<file path="src/rtl/fetch_unit.sv">
// fetch_unit: rv32i fetch stage with credit-limited imem requests and in-order response queue; define RV32I_FETCH_MISALIGN_CHECK_EN to fault on misaligned redirects
module fetch_unit #(
  parameter logic [31:0] RESET_PC = 32'h0000_0000,
  parameter int DEPTH = 2
) (
  input  logic        clk,
  input  logic        rst_n,
  input  logic        redirect,
  input  logic [31:0] redirect_pc,
  output logic        imem_req,
  output logic [31:0] imem_addr,
  input  logic        imem_ready,
  input  logic        imem_rvalid,
  input  logic [31:0] imem_rdata,
  output logic        out_valid,
  output logic [31:0] out_instr,
  output logic [31:0] out_pc,
  input  logic        out_ready,
  output logic        fetch_fault
);
  localparam int AW = $clog2(DEPTH);
  localparam int CW = AW + 1;
  localparam logic [CW:0] LIMIT = DEPTH[CW:0];
  logic run;
  logic fault;
  logic accept;
  logic push;
  logic pop;
  logic drop;
  logic [31:0] pc_fetch;
  logic [31:0] pc_resp;
  logic [31:0] target;
  logic [CW-1:0] outstanding;
  logic [CW-1:0] discard;
  logic [CW-1:0] count;
  logic [CW-1:0] rsp;
  logic [AW-1:0] wr_ptr;
  logic [AW-1:0] rd_ptr;
  logic [31:0] q_instr [DEPTH];
  logic [31:0] q_pc [DEPTH];
  assign rsp = CW'(imem_rvalid);
  // Pops do not free credit until the next cycle, so the queue can never overflow.
  assign imem_req = run && !redirect && !fault && ({1'b0, outstanding} + {1'b0, count} < LIMIT);
  assign imem_addr = pc_fetch;
  assign accept = imem_req && imem_ready;
  assign drop = imem_rvalid && discard != '0;
  assign push = imem_rvalid && !redirect && discard == '0;
  assign out_valid = count != '0 && !redirect;
  assign pop = out_valid && out_ready;
  assign out_instr = q_instr[rd_ptr];
  assign out_pc = q_pc[rd_ptr];
  assign fetch_fault = fault;
  always_ff @(posedge clk or negedge rst_n)
    if (!rst_n) begin
      run <= 1'b0;
      pc_fetch <= RESET_PC;
      pc_resp <= RESET_PC;
      outstanding <= '0;
      discard <= '0;
      count <= '0;
      wr_ptr <= '0;
      rd_ptr <= '0;
      for (int i = 0; i < DEPTH; i++) begin
        q_instr[i] <= '0;
        q_pc[i] <= '0;
      end
    end else begin
      run <= 1'b1;
      if (redirect) begin
        pc_fetch <= target;
        pc_resp <= target;
        outstanding <= outstanding - rsp;
        discard <= outstanding - rsp;
        count <= '0;
        wr_ptr <= '0;
        rd_ptr <= '0;
      end else begin
        if (accept)
          pc_fetch <= pc_fetch + 32'd4;
        outstanding <= outstanding + CW'(accept) - rsp;
        if (drop)
          discard <= discard - CW'(1);
        if (push) begin
          q_instr[wr_ptr] <= imem_rdata;
          q_pc[wr_ptr] <= pc_resp;
          wr_ptr <= wr_ptr + AW'(1);
          pc_resp <= pc_resp + 32'd4;
        end
        if (pop)
          rd_ptr <= rd_ptr + AW'(1);
        count <= count + CW'(push) - CW'(pop);
      end
    end
`ifdef RV32I_FETCH_MISALIGN_CHECK_EN
  assign target = redirect_pc;
  always_ff @(posedge clk or negedge rst_n)
    if (!rst_n)
      fault <= 1'b0;
    else if (redirect)
      fault <= redirect_pc[1:0] != 2'b00;
`else
  assign target = redirect_pc & 32'hFFFF_FFFC;
  assign fault = 1'b0;
`endif
endmodule
</file>
<file path="config.mk">
export PLATFORM = sky130hd
export DESIGN_NAME = fetch_unit
export DESIGN_NICKNAME = d
export VERILOG_FILES = /design/src/rtl/fetch_unit.sv
export SDC_FILE = /design/constraint.sdc
export NUM_CORES = 1
export LEC_CHECK = 0
export CAP_MARGIN = 20
export CORE_UTILIZATION = 53
export DETAILED_ROUTE_END_ITERATION = 10
export HOLD_SLACK_MARGIN = 0.15
export PLACE_DENSITY_LB_ADDON = 0.25
export RECOVER_POWER = 50
export SYNTH_ARGS = -nofsm -noshare
export SYNTH_HDL_FRONTEND = slang
export SYNTH_SLANG_ARGS = --single-unit
</file>
<file path="constraint.sdc">
create_clock -name clk -period 2.7 [get_ports clk]
set_input_delay 0.405 -clock clk [delete_from_list [all_inputs] [get_ports clk]]
set_output_delay 0.405 -clock clk [all_outputs]
set_load 0.1 [all_outputs]
</file>
Yosys cells after proc, flatten, opt, wreduce, memory -nomap -nowiden
Index checks and enable logic that the tools add are counted.
{"block": "word_totals", "reg_bits": 201, "latch_bits": 0, "mem_bits_rw": 0, "rom_bits": 0, "input_bits": 70, "out_inout_bits": 99, "elab_cells": 70, "memories": 0}
{"block": "classes", "add_sub_neg": 11, "multipliers": 0, "div": 0, "magnitude_cmp": 4, "eq_ne": 0, "n_shift": 0, "mux": 22, "bitwise_logic": 3, "reduce_logical": 18}
{"cell": "2-to-1 mux 32 bit", "n": 11}
{"cell": "bitwise mux 64 bit", "n": 2}
{"cell": "adder 32 x 3 -> 32 bit (second input constant)", "n": 2}
{"cell": "demux 32 bit (select 1 bit)", "n": 1}
{"cell": "nonzero test 2 bit", "n": 6}
{"cell": "logical AND 1 bit", "n": 9}
{"cell": "2-to-1 mux 2 bit", "n": 4}
{"cell": "subtractor 2 x 1 -> 2 bit", "n": 3}
{"cell": "adder 2 x 1 -> 2 bit", "n": 2}
{"cell": "greater-or-equal comparator 2 bit (second input constant)", "n": 2}
{"cell": "2-to-1 mux 1 bit", "n": 4}
{"cell": "NOT 1 -> 2 bit", "n": 2}
{"cell": "adder 2 x 2 -> 3 bit", "n": 1}
{"cell": "less-than comparator 3 x 2 -> 1 bit (second input constant)", "n": 1}
{"cell": "adder 1 bit (second input constant)", "n": 2}
{"cell": "logical NOT 2 bit", "n": 1}
{"cell": "less-than comparator 2 x 1 -> 1 bit (second input constant)", "n": 1}
{"cell": "AND reduction 2 bit", "n": 1}
{"cell": "subtractor 2 x 1 -> 2 bit (second input constant)", "n": 1}
{"cell": "logical NOT 1 bit", "n": 1}
{"cell": "NOT 1 bit", "n": 1}

Longest topological paths before layout
Gate-level depths: netlist (run 1).
{"block": "logic_depth", "word_depth": 7, "mapped_depth": 11, "depth_no_buf": 10}

Least setup slack after synthesis (run 1)
Ideal clock, no wire load.
{"block": "synth_timing", "path_kind": "reg2reg", "startpoint": "register count[0]", "endpoint": "register pc_fetch[10] (netlist: imem_addr[10])", "setup_ps": 167, "t_arrival_ps": 2701, "path_slack_ps": -168, "path_stages_with_launch": 11, "synth_period_minus_slack_ps": 2868, "cell_sequence": "dfrtp_1 -> inv_1 -> nor2_1 -> fa_1 -> or4b_4 -> inv_2 -> nand2_2 -> buf_6 -> or3_4 -> o211ai_2 -> o311ai_1"}
{"block": "synth_via", "elab_chain_cells": 5}
{"item": "start, declared", "line_no": "35", "rtl": "logic [CW-1:0] count;"}
{"item": "start signal, assigned", "line_no": "91", "rtl": "count <= count + CW'(push) - CW'(pop);"}
{"item": "adder 2 x 2 -> 3 bit", "line_no": "43", "rtl": "assign imem_req = run && !redirect && !fault && ({1'b0, outstanding} + {1'b0, count} < LIMIT);"}
{"item": "less-than comparator 3 x 2 -> 1 bit", "line_no": "43"}
{"item": "logical AND 1 bit", "line_no": "43"}
{"item": "via imem_req", "line_no": "10", "rtl": "output logic imem_req,"}
{"item": "logical AND 1 bit", "line_no": "45", "rtl": "assign accept = imem_req && imem_ready;"}
{"item": "nonzero test 2 bit (no line)"}
{"item": "end signal, assigned", "line_no": "70", "rtl": "pc_fetch <= target;"}
{"item": "end signal, assigned", "line_no": "79", "rtl": "pc_fetch <= pc_fetch + 32'd4;"}
{"item": "end, declared", "line_no": "30", "rtl": "logic [31:0] pc_fetch;"}
The timed path passes the listed nets, and every way through them passes these cells.
A chain may end at the register's enable or synchronous reset.

Worst setup path in the final report (run 1)
{"block": "layout_timing", "startpoint": "register count[0]", "endpoint": "register pc_fetch[26] (netlist: imem_addr[26])"}
{"block": "layout_via", "elab_chain_cells": 5}
{"item": "adder 2 x 2 -> 3 bit", "line_no": "43"}
{"item": "less-than comparator 3 x 2 -> 1 bit", "line_no": "43"}
{"item": "logical AND 1 bit", "line_no": "43"}
{"item": "logical AND 1 bit", "line_no": "45"}
{"item": "nonzero test 2 bit (no line)"}
No other way between the ends.

==> results.ini, run 1 <==
[run]
drv_cap = 1

[final_layout]
stdcell_area_um2 = 11400
final-instance-count-excl-fill = 1147
fin_nets = 993
num_antenna_cells = 0
final_util_pct = 68.1
syn_to_final_growth_pct = 24.5
drive_gt1_share_pct = 35.6

[setup_path]
r2r_end = imem_addr[26]$_DFFE_PN0P_
cp_top_family = simple AND/OR/NAND/NOR gates
cp_cell_sequence = inv_2 > nor2_2 > fa_1 > or4b_4 > nor4_4 > buf_4 > nand4_1 > xnor2_1 > mux2_4
endpoint = imem_addr[26]$_DFFE_PN0P_
critPathMaxFanout = 4
cp-start-kind = flop
r2r_slack_ns = 0.04
crit_slowest_cell = or4b_4
r2r_cells = 9
path_class = reg2reg
cp.depth = 9
worstReg2RegStart = count[0]$_DFF_PN0_
max_stage_delay_ns = 0.54
critPathRequiredTime_ns = 3.02
crit_buf_inv = 2
end_kind = flop
worst_ep_arrival_time_ns = 2.98
crit_start = count[0]$_DFF_PN0_

[global_routing]
grt_pass1_vias = 6831
track_usage_pct = 25.1
grt_max_degree = 78
antenna_found_initial = 0
grt-ovfl-total = 0
grt_pass1_wl_um = 34700

[sta]
fmax_ghz = 0.376
worst_pin_slew_ns = 1.75
finalSetupTns_ns = 0
whs_ns = 0.470
post-route-period-util_pct = 98.4
hold_viol = 0
drv_slew = 76
setup_viol = 0
fin_skew_ns = 0.00802
worst_slack_ns = 0.0427
rsz0062_at_grt = yes
fin_crit_ns = 2.66
max_slew_margin_pct = -17.0

[route]
avgViaCountPerCell = 5.73
num_vias = 6570
wl_met1_um = 9200
routed_wl_um = 21400
met3_length_um = 1280
route.top_layer_used = met4
wl_per_cell_um = 18.6
dr.pass1.iters = 5
route.met2.wl_um = 10600
drcViolationCount = 0
drt-initial-drc-count = 381
ant_nets = 0

[floorplan]
core_um2 = 16700
dieArea_um2 = 17800
design.portCount = 169
start_util_pct = 54.7
core.rowCount = 47
die_x_um = 133
die_h_um = 133

[synthesis]
synth_area_um2 = 9140
synth_cells = 748
ys_warn_count = 0
postSynthAreaPerCell_um2 = 12.2
ys_types = 44
synthTopCellsByArea = dfrtp_1 (53%), mux2_2 (24%), nand2_1 (2.3%)
synth_top_area_share_pct = 52.9
yosys.area.top_type = dfrtp_1
synth_seq_cells = 193
synth-seq-area-share_pct = 52.9

[cts]
clock-root-buffer = clkbuf_16
clkSlewWorstSetupHoldPaths_ns = 0.07
cts_buffers = 17
cts_tree = done
htreeDepth = 4
worstSkewPairLatency_ns = 0.44
clkSinkCount = 193
clockBufferDepth = 2

[placed_design]
dp.cells = 1115
io_buffers = 161
gp_congestion = 0.924
place_ws_ns = 0.113
post-dp-hpwl_um = 14900
placed_area_um2 = 10900

[power_and_ir_drop]
p_total_mw = 14.6
ir_worst_vdd_mv = 0.903
power_density_nw_per_um2 = 1280
leakage_nw = 5.01

[status]
status = finished, violations left
failed_checks = max-capacitance violations, max-slew violations

[min_path]
min_delay_path_depth = 3
hp-class = in2reg

-- worst min-delay path by stage --
stage / endpoint / start / slack [ns]
6_report: count[1]$_DFF_PN0_ / redirect / 0.47
5_1_grt: count[1]$_DFF_PN0_ / redirect / 0.48
3_3_place_gp: q_pc[17]$_DFFE_PN0P_ / q_pc[17]$_DFFE_PN0P_ / 0.46
3_5_place_dp: q_instr[5]$_DFFE_PN0P_ / rst_n / 0.49
4_1_cts: count[1]$_DFF_PN0_ / redirect / 0.47
2_1_floorplan: count[0]$_DFF_PN0_ / rst_n / 0.11
-- sequential cells by signal (all words and copies together) (netlist names) --
name         flops
discard          2
run              1
q_pc            60
rd_ptr           1
pc_resp         30
wr_ptr           1
imem_addr       30
outstanding      2
count            2
q_instr         64
-- worst register-to-register path: cells and delay by family, from the launching register on --
family | cells | cell delay, ns
flops | 1 | 0.40
xor+xnor | 1 | 0.17
mux | 1 | 0.26
simple gates | 4 | 0.98
fa+ha+maj | 1 | 0.47
buf+inv | 2 | 0.27
-- cell usage after synthesis, drive strengths merged --
cell / count
mux2: 194
dfrtp: 193
nand2: 58
nand3: 35
o21ai: 33
clkbuf: 32
nor2: 24
xor2: 21
xnor2: 20
nand4: 19
inv: 13
o211ai: 13
buf: 11
o311ai: 11
a21oi: 9
and3: 8
ha: 7
nor4: 7
and2: 6
and4: 6
nor3: 6
or3: 4
a31oi: 3
nor2b: 3
conb: 2
mux2i: 2
or4: 2
a211oi: 1
a221o: 1
fa: 1
nand2b: 1
o221ai: 1
or4b: 1
-- power by group --
group | total (mW) | internal [mW] | switching [mW]
combinational | 7.57 | 2.06 | 5.51
clock | 2.66 | 1.57 | 1.09
sequential | 4.33 | 3.79 | 0.544
-- area by class of cell --
type                    instances  area (um^2)
clock buffers                  18          439
clock inverters                13          185
fillers                      1301         5320
inverters                      13         51.3
multi-input cells             503         4090
flip-flops and latches        193         4830
well taps                     220          275
repair buffers                187         1510
-- cell families (layout without fill, tap and decap cells) --
family,count (synthesis),in the layout,share of synthesized area (%)
mux,196,196,24.1
simple gates,180,180,10.1
compound gates,72,72,4.97
fa+ha+maj,8,8,1.18
xor+xnor,41,41,3.93
flops,193,193,52.9
buf+inv,56,231,2.74
other cells,2,6,0.0822
-- cells in the final DEF, fill, tap and decap left out, types with 9 or more instances in the layout --
cell type | synthesis | routed
a21oi_1 | 9 | 9
xnor2_1 | 20 | 20
inv_1 | 12 | 10
mux2_2 | 194 | 193
buf_4 | 5 | 81
nand3_1 | 35 | 35
nor2_1 | 24 | 22
nand2_1 | 56 | 55
clkdlybuf4s50_1 | 0 | 65
o211ai_1 | 12 | 12
o21ai_0 | 33 | 33
dfrtp_1 | 193 | 192
xor2_1 | 21 | 21
clkbuf_16 | 0 | 17
nand4_1 | 19 | 19
clkbuf_1 | 31 | 30
-- what timing repair did --
action / in CTS / in global routing
hold endpoints to repair: 72 / 0
setup buffers: 0 / 1
resized for setup: 2 / 4
pin swaps: 3 / 4
hold buffers: 1 / 0
endpoints found under the setup margin: 1 / 9
-- layer usage --
| layer | track usage, % | vias up |
|---|---|---|
| li1 | - | 3002 |
| met1 | 33.5 | 3324 |
| met2 | 41.8 | 218 |
| met3 | 4.83 | 26 |
| met4 | 7.20 | 0 |
| met5 | 0 | - |
(Power assumes the default switching activity.)
==> run 2: changes to the inputs <==
- CORE_MARGIN: not set -> 10
==> results.ini, run 2 (synthesis gave the netlist of run 1 again) <==
[power_and_ir_drop]
leakage_nw = 4.99  ; -0.33%
power_density_nw_per_um2 = 1280  ; about the same
ir_worst_vdd_mv = 0.869  ; -3.7%
p_total_mw = 14.5  ; -0.24%

[route]
wl_per_cell_um = 19.9  ; +6.8%
routed_wl_um = 22700  ; +6.3%
dr.pass1.iters = 5  ; unchanged
drt-initial-drc-count = 337  ; -12%
ant_nets = 0  ; unchanged
num_vias = 6581  ; +0.17%
avgViaCountPerCell = 5.76  ; +0.61%
drcViolationCount = 0  ; unchanged

[setup_path]
cp-start-kind = flop
worst_ep_arrival_time_ns = 2.94  ; -0.04 ns
r2r_slack_ns = 0.08  ; +0.04 ns
end_kind = flop
r2r_end = imem_addr[26]$_DFFE_PN0P_
critPathMaxFanout = 5  ; +1
critPathRequiredTime_ns = 3.02  ; about the same
path_class = reg2reg
worstReg2RegStart = count[0]$_DFF_PN0_
r2r_cells = 9  ; unchanged

[sta]
fin_skew_ns = 0.00955  ; +0.00152 ns
rsz0062_at_grt = yes
hold_viol = 0  ; unchanged
max_slew_margin_pct = -9.60  ; +7.4 points
drv_slew = 67  ; -12%
worst_slack_ns = 0.0826  ; +0.0399 ns
worst_pin_slew_ns = 1.64  ; -0.110 ns
fin_crit_ns = 2.62  ; -0.0399 ns
fmax_ghz = 0.382  ; +1.5%
setup_viol = 0  ; unchanged
post-route-period-util_pct = 96.9  ; -1.5 points

[placed_design]
io_buffers = 161  ; unchanged
gp_congestion = 0.929  ; +0.50%
place_ws_ns = 0.0661  ; -0.0467 ns
placed_area_um2 = 10900  ; +0.14%
post-dp-hpwl_um = 16100  ; +8.1%
dp.cells = 1110  ; -0.45%

[final_layout]
final_util_pct = 67.7  ; -0.37 points
final_common_cell = mux2_2
max_flop_register = q_instr
syn_to_final_growth_pct = 24.3
stdcell_area_um2 = 11400  ; -0.20%
most-common-layout-cells = mux2_2 (193), dfrtp_1 (192), buf_4 (73)
num_antenna_cells = 0  ; unchanged
drive_gt1_share_pct = 34.9  ; -0.67 points
largest_register_ffs = 64  ; unchanged
final-instance-count-excl-fill = 1142  ; -0.44%
top_regs = q_instr (64), q_pc (60)
fin_nets = 987  ; -0.60%

[global_routing]
grt_pass1_wl_um = 36200  ; +4.3%
grt_max_degree = 68  ; -13%
grt-ovfl-total = 0  ; unchanged
antenna_found_initial = 0  ; unchanged
track_usage_pct = 20.0  ; -5.0 points
grt_pass1_vias = 6905  ; +1.1%

[min_path]
holdPathEnd = q_instr[23]$_DFFE_PN0P_
min_delay_path_depth = 1  ; -2
worstHoldStart = q_instr[23]$_DFFE_PN0P_
hp-class = reg2reg

[cts]
cts_setup_buffers = 0  ; unchanged
clkSinkCount = 193  ; unchanged
clockBufferDepth = 2  ; unchanged
cts_buffers = 17  ; unchanged
cts_tree = done
clock-root-buffer = clkbuf_16
clkSlewWorstSetupHoldPaths_ns = 0.07  ; about the same
worstSkewPairLatency_ns = 0.43  ; about the same
htreeDepth = 4  ; unchanged

[floorplan]
die_x_um = 151  ; +14%
die_h_um = 151  ; +14%
core.rowCount = 47  ; unchanged
design.portCount = 169  ; unchanged
start_util_pct = 54.5  ; -0.19 points
core_um2 = 16800  ; +0.35%
dieArea_um2 = 22900  ; +29%

[status]
status = finished, violations left
failed_checks = max-capacitance violations, max-slew violations

[run]
drv_cap = 1  ; unchanged

==> run 2: critical path: stages, from the launching register on <==
cell and delay [ns]:
dfrtp_1 0.39, inv_2 0.07, nor2_2 0.04, fa_1 0.44, or4b_4 0.55, nor4_4 0.28, buf_6 0.17, nand4_1 0.11
xnor2_1 0.18, mux2_4 0.26
==> run 2: metal layers <==
layer	share of wire [%]	track usage [%]	vias to the layer above	wire length, um
met3	7.7	5.43	25	1750
li1	-	-	3006	-
met1	43	25.9	3291	9800
met5	0	0	-	0
met2	48	32.1	259	10800
met4	1.4	6.50	0	329
==> run 2: worst max-delay path by stage <==
stage,to,start,depth (start not counted)
2_1_floorplan,imem_addr[10]$_DFFE_PN0P_,count[0]$_DFF_PN0_,10
3_3_place_gp,imem_addr[26]$_DFFE_PN0P_,count[0]$_DFF_PN0_,9
3_5_place_dp,imem_addr[20]$_DFFE_PN0P_,count[0]$_DFF_PN0_,8
4_1_cts,imem_addr[26]$_DFFE_PN0P_,count[0]$_DFF_PN0_,9
5_1_grt,imem_addr[26]$_DFFE_PN0P_,count[0]$_DFF_PN0_,9
6_report,imem_addr[26]$_DFFE_PN0P_,count[0]$_DFF_PN0_,9
==> run 2: through the flow <==
step / hold slack (ns) / setup TNS [ns]
2_1_floorplan: 0.109 / -0.0326
3_3_place_gp: 0.436 / 0
3_5_place_dp: 0.442 / 0
4_1_cts: 0.502 / 0
5_1_grt: 0.512 / -0.0175
6_report: 0.500 / 0
==> run 2: report_power, final <==
part           internal [mW]  total, mW  switching (mW)  leakage [nW]
Sequential              3.79       4.36           0.570          2.42
Combinational           2.11       7.66            5.54          2.29
Clock                   1.42       2.51            1.08         0.278
==> run 2: layout make-up <==
class                      count  area, um^2
clock inverter                10         126
inverter                      13        51.3
multi-input combinational    503        4090
sequential                   193        4830
clock buffer                  22         464
timing repair buffer         181        1520
tap                          220         275
fill                        1276        5410
==> run 2: repair_timing <==
action	CTS	global route
hold endpoints to repair	64	0
endpoints found under the setup margin	1	10
hold buffers	1	0
gates resized for setup	1	5
pin swaps	2	2
